[src/rtl/fetch_sequencer.sv]
// Instruction fetch/execute sequencer: opcode fetch, 0..MAX_OPS operand bytes, then
// 1..MAX_EX execute cycles. Owns the program counter and applies the pc_op update at the end.
module fetch_sequencer #(
    parameter int unsigned        ADDR_W   = 16,
    parameter int unsigned        DATA_W   = 8,
    parameter int unsigned        MAX_OPS  = 2,
    parameter int unsigned        MAX_EX   = 4,
    parameter logic [ADDR_W-1:0]  RESET_PC = '0
) (
    input  logic                          clk,
    input  logic                          reset_n,
    input  logic                          en,
    input  logic [DATA_W-1:0]             mem_rdata,
    input  logic [$clog2(MAX_OPS+1)-1:0]  dec_nops,
    input  logic [$clog2(MAX_EX+1)-1:0]   dec_nex,
    input  logic [1:0]                    pc_op,
    input  logic [DATA_W-1:0]             rel_off,
    input  logic [ADDR_W-1:0]             abs_addr,
    output logic [ADDR_W-1:0]             pc,
    output logic [ADDR_W-1:0]             mem_addr,
    output logic                          mm,
    output logic                          il,
    output logic [DATA_W-1:0]             ir,
    output logic [MAX_OPS*DATA_W-1:0]     opnd,
    output logic [$clog2(MAX_EX)-1:0]     ex_cnt,
    output logic                          in_exec,
    output logic                          done
);

    localparam int unsigned OPS_W = $clog2(MAX_OPS + 1);
    localparam int unsigned NEX_W = $clog2(MAX_EX + 1);
    localparam int unsigned EX_W  = $clog2(MAX_EX);

    localparam logic [1:0] StFetch = 2'd0;
    localparam logic [1:0] StOper  = 2'd1;
    localparam logic [1:0] StExec  = 2'd2;

    localparam logic [1:0] PcHold = 2'd0;
    localparam logic [1:0] PcInc  = 2'd1;
    localparam logic [1:0] PcRel  = 2'd2;
    localparam logic [1:0] PcAbs  = 2'd3;

    localparam logic MmPcAddr = 1'b0;
    localparam logic MmAAddr  = 1'b1;
    localparam logic IlNoLoad = 1'b0;
    localparam logic IlLoad   = 1'b1;

    logic [1:0]                state_q, state_d;
    logic [ADDR_W-1:0]         pc_q, pc_d;
    logic [DATA_W-1:0]         ir_q, ir_d;
    logic [MAX_OPS*DATA_W-1:0] opnd_q, opnd_d;
    logic [OPS_W-1:0]          op_cnt_q, op_cnt_d;
    logic [EX_W-1:0]           ex_cnt_q, ex_cnt_d;
    logic                      done_q, done_d;

    logic [OPS_W-1:0]  nops, op_cnt_inc;
    logic [NEX_W-1:0]  nex, nex_last;
    logic [ADDR_W-1:0] pc_inc, rel_ext, pc_end;
    logic              ex_last;

    always_comb begin
        nops = (dec_nops > OPS_W'(MAX_OPS)) ? OPS_W'(MAX_OPS) : dec_nops;
        if (dec_nex == '0) begin
            nex = NEX_W'(1);
        end else if (dec_nex > NEX_W'(MAX_EX)) begin
            nex = NEX_W'(MAX_EX);
        end else begin
            nex = dec_nex;
        end
        nex_last   = nex - NEX_W'(1);
        // >= rather than == so a decode change mid-instruction still terminates EXEC
        ex_last    = NEX_W'(ex_cnt_q) >= nex_last;
        op_cnt_inc = op_cnt_q + OPS_W'(1);
        pc_inc     = pc_q + ADDR_W'(1);
        rel_ext    = {{(ADDR_W - DATA_W){rel_off[DATA_W-1]}}, rel_off};
        unique case (pc_op)
            PcHold:  pc_end = pc_q;
            PcInc:   pc_end = pc_inc;
            PcRel:   pc_end = pc_q + rel_ext;
            PcAbs:   pc_end = abs_addr;
            default: pc_end = pc_q;
        endcase
    end

    always_comb begin
        state_d  = state_q;
        pc_d     = pc_q;
        ir_d     = ir_q;
        opnd_d   = opnd_q;
        op_cnt_d = op_cnt_q;
        ex_cnt_d = ex_cnt_q;
        done_d   = 1'b0;
        case (state_q)
            StFetch: begin
                if (en) begin
                    ir_d     = mem_rdata;
                    pc_d     = pc_inc;
                    op_cnt_d = '0;
                    state_d  = StOper;
                end
            end
            StOper: begin
                if (en) begin
                    if (op_cnt_q < nops) begin
                        for (int unsigned k = 0; k < MAX_OPS; k++) begin
                            if (op_cnt_q == OPS_W'(k)) begin
                                opnd_d[k*DATA_W +: DATA_W] = mem_rdata;
                            end
                        end
                        pc_d     = pc_inc;
                        op_cnt_d = op_cnt_inc;
                        if (op_cnt_inc >= nops) begin
                            state_d  = StExec;
                            ex_cnt_d = '0;
                        end
                    end else begin
                        // No operands: a single decode bubble before EXEC
                        state_d  = StExec;
                        ex_cnt_d = '0;
                    end
                end
            end
            StExec: begin
                if (en) begin
                    if (ex_last) begin
                        pc_d     = pc_end;
                        done_d   = 1'b1;
                        ex_cnt_d = '0;
                        state_d  = StFetch;
                    end else begin
                        ex_cnt_d = ex_cnt_q + EX_W'(1);
                    end
                end
            end
            default: state_d = StFetch;
        endcase
    end

    always_ff @(posedge clk or negedge reset_n) begin
        if (!reset_n) begin
            state_q  <= StFetch;
            pc_q     <= RESET_PC;
            ir_q     <= '0;
            opnd_q   <= '0;
            op_cnt_q <= '0;
            ex_cnt_q <= '0;
            done_q   <= 1'b0;
        end else begin
            state_q  <= state_d;
            pc_q     <= pc_d;
            ir_q     <= ir_d;
            opnd_q   <= opnd_d;
            op_cnt_q <= op_cnt_d;
            ex_cnt_q <= ex_cnt_d;
            done_q   <= done_d;
        end
    end

    assign pc       = pc_q;
    assign mem_addr = pc_q;
    assign mm       = (state_q == StExec) ? MmAAddr : MmPcAddr;
    assign il       = (state_q == StFetch && en) ? IlLoad : IlNoLoad;
    assign ir       = ir_q;
    assign opnd     = opnd_q;
    assign ex_cnt   = ex_cnt_q;
    assign in_exec  = (state_q == StExec);
    assign done     = done_q;

endmodule
[config.mk]
export PLATFORM = sky130hd
export DESIGN_NAME = fetch_sequencer
export DESIGN_NICKNAME = d
export VERILOG_FILES = /design/src/rtl/fetch_sequencer.sv
export SDC_FILE = /design/constraint.sdc
export NUM_CORES = 1
export LEC_CHECK = 0
export BUFFER_PORTS_ARGS = -buffer_cell sky130_fd_sc_hd__buf_2
export CAP_MARGIN = 10
export CORE_MARGIN = 5
export CORE_UTILIZATION = 29
export CTS_BUF_LIST = sky130_fd_sc_hd__clkbuf_16
export DETAILED_ROUTE_END_ITERATION = 10
export PLACE_DENSITY = 0.53
export SYNTH_ARGS = -nofsm -noshare
export SYNTH_HDL_FRONTEND = slang
export SYNTH_SLANG_ARGS = --single-unit
[constraint.sdc]
create_clock -name clk -period 4.2 [get_ports clk]
set_input_delay 0.21 -clock clk [delete_from_list [all_inputs] [get_ports clk]]
set_output_delay 0.21 -clock clk [all_outputs]
set_load 0.005 [all_outputs]
==> flow_summary.toml <==
[sta]
setup_viol = 0
maxSlewHeadroom_pct = 49.5
hold_viol = 0
worst_pin_slew_ns = 0.756
fin_crit_sh_pct = 64.2
fin_skew_ns = 0.00790
max_freq_ghz = 0.371
slew_violations = 0
worst_slack_ns = 1.50
setup_tns_ns = 0
fin_crit_ns = 2.70
rsz0062_at_grt = "false"

[global_routing]
antenna_found_initial = 0
grt_pass1_wl_mm = 17.1
grt_max_degree = 48
grt_pass1_vias = 3256
grt_util_all_layers_pct = 14.2
overflow = 0

[placed_design]
port_buffers = 103
gp_congestion = 0.813
placed_area_mm2 = 0.00417
hpwlAfterDp_mm = 8.23
dp_slack_ns = 1.49

[cells_and_area]
nets = 551
layout_common_cells = "103 x buf_2, 47 x dfrtp_1, 31 x nand2_1"
mostFrequentLayoutCell = "buf_2"
ff_latch_area_mm2 = 0.00118
fillers = 1327
diodes = 0
multi_input_area_mm2 = 0.00221
finalInstanceArea_mm2 = 0.00435
drive_gt1_share_pct = 26.7
area.growth.synth_to_final_pct = 19.5
utilization_pct = 34.9

[die]
io-pin-count = 104
fp-row-count = 41
die_y_um = 122
core_mm2 = 0.0125
start_util_pct = 29.2
fp.dieW_um = 122
fp.dieArea_mm2 = 0.0149

[route]
drt-total-wl_mm = 10.6
drtAntennaViolNets = 0
drt-pass1-iter-count = 4
route.top_layer_used = "met4"
routed-wl-met3_um = 724
met2WireLength_mm = 4.92
wire_per_inst_um = 16.1
via_per_inst = 5.14
num_vias = 3373
wirelength_met1_mm = 4.78
drt_iter0_markers = 207
drc = 0

[job]
max_cap_viol_count = 0

[clock_network]
cts_hold_buffers = 0
path_clk_slew_ns = 0.07
htreeDepth = 2
clockRootBuffer = "clkbuf_16"
clock-sinks = 47
clk_latency_ns = 0.28
cts_tree = "built"
cts_made_buffers = 5
cts_buffer_depth = 2
cts_setup_buffers = 0
post_cts_resized = 0

[yosys]
ys_ff_latch = 47
synthArstFlopShare_pct = 100
syn_avg_cell_area_um2 = 9.02
yosysWarnings = 0
synth_nets = 471
ys.flop_type = "dfrtp_1"
syn_area_mm2 = 0.00364
synthCells = 403
ys_seq_area_share_pct = 32.3
synth_edf_count = 0
synth.distinct_cells = 64

[critical_path]
cp.arrival_ns = 2.85
worstSetupStartpointType = "register"
max_stage_delay_ns = 0.63
cpMaxStageDelayCell = "nand2_1"
cp_cell_sequence = "nor2b_1 -> nand2_1 -> and3_1 -> a221oi_1 -> o31ai_1"
crit_required_ns = 4.35
path_buf_inv = 0
endpoint_kind = "register"
critPathKind = "register to register"
cp-startpoint = "state_q[1]"
worst_r2r_startpoint = "state_q[1]"
worstPathMaxFanout = 22
critPathTopFamily = "simple AND/OR/NAND/NOR gates"

[power]
p_sw_mw = 1.32
p_int_mw = 1.65
p_leak_nw = 1.98
finalPower_mw = 2.97
power_frac_comb_pct = 54.8
p_clk_share_pct = 13.6
switching_share_pct = 44.5
peakVddDrop_v = 0.000269
power_density_mw_per_mm2 = 683
power_frac_seq_pct = 31.7

[hold_path]
hold_path.class = "input port to register"
hp-start = "mem_rdata[7]"

[status]
status = "complete, no violations"
==> metal layers <==
layer  up-vias  global-route usage, %
met5         -                      0
met4         0                   2.94
met3        11                   2.23
met2       118                   23.7
met1      1605                   19.6
li1       1639                      -
==> power by group through the flow <==
stage / clock (mW) / combinational [mW] / sequential, mW
3_5_place_dp: 0 / 1.64 / 0.950
6_report: 0.403 / 1.63 / 0.940
4_1_cts: 0.413 / 1.64 / 0.942
5_1_grt: 0.435 / 1.83 / 0.983
2_1_floorplan: 0 / 1.18 / 0.884
3_3_place_gp: 0 / 1.61 / 0.941
==> Yosys cell counts, types with 3 or more instances <==
master	count	share of area, %
a211oi_1	8	1.7
a21o_1	4	0.83
a21oi_1	27	3.7
a22o_1	3	0.72
a31oi_1	6	1.0
and2_1	4	0.69
and3_1	4	0.69
and4_1	5	1.2
buf_2	9	1.2
buf_4	18	3.7
clkbuf_1	5	0.52
dfrtp_1	47	32
ha_1	25	8.6
inv_1	13	1.3
mux2_1	16	5.0
mux2_2	10	3.1
mux2i_1	4	1.1
nand2_1	31	3.2
nand2b_1	6	1.0
nand3_1	14	1.9
nand4_1	5	0.86
nor2_1	28	2.9
nor2b_1	6	1.0
nor3_1	15	2.1
o211ai_1	3	0.62
o21a_1	5	1.0
o21ai_0	16	2.2
o21ai_1	8	1.1
o31ai_1	6	1.2
xnor2_1	6	1.4
xor2_1	4	0.96
==> registers in the layout (all words and copies together) (netlist names) <==
register and cells:
done 1, ex_cnt 2, ir 8, mem_addr 16
op_cnt_q 2, opnd 16, state_q 2
==> layout make-up <==
cell class | instances | area share (%)
inverters | 14 | 1.21
clock buffers | 5 | 2.88
repair buffers | 105 | 12.6
clock inverters | 3 | 0.547
flip-flops and latches | 47 | 27.1
multi-input cells | 310 | 50.8
well taps | 172 | 4.95
==> cell families (layout without fill, tap and decap cells) <==
family	count (synthesis)	count (layout)	synth area share [%]
xor gates and xnor gates	10	10	2.41
muxes	30	30	9.15
DFF	47	47	32.3
AOI/OAI and AO/OA	116	116	22.2
adders and majority gates	26	26	9.15
buffers and inverters	46	127	6.92
and+or+nand+nor	128	128	17.8
==> through the flow <==
step / hold WS [ns] / std cells
after global routing: 0.171 / 656
final: 0.168 / 656
after floorplan: -0.0856 / 403
after detailed placement: 0.455 / 646
after global placement: 0.451 / 646
after CTS: 0.162 / 654
==> path summary, 6_finish.rpt <==
| kind | slack [ns] | end | cells past startpoint |
|---|---|---|---|
| worst max-delay path | 1.50 | mem_addr[10] | 5 |
| worst min-delay path | 0.17 | opnd[15] | 2 |
| worst max register to register | 1.50 | mem_addr[10] | 5 |
| worst min register to register | 0.48 | opnd[15] | 1 |
| max in group asynchronous | 3.39 | ex_cnt[0] | 3 |
| min in group asynchronous | 0.33 | opnd[7] | 2 |
(Power assumes the default switching activity.)
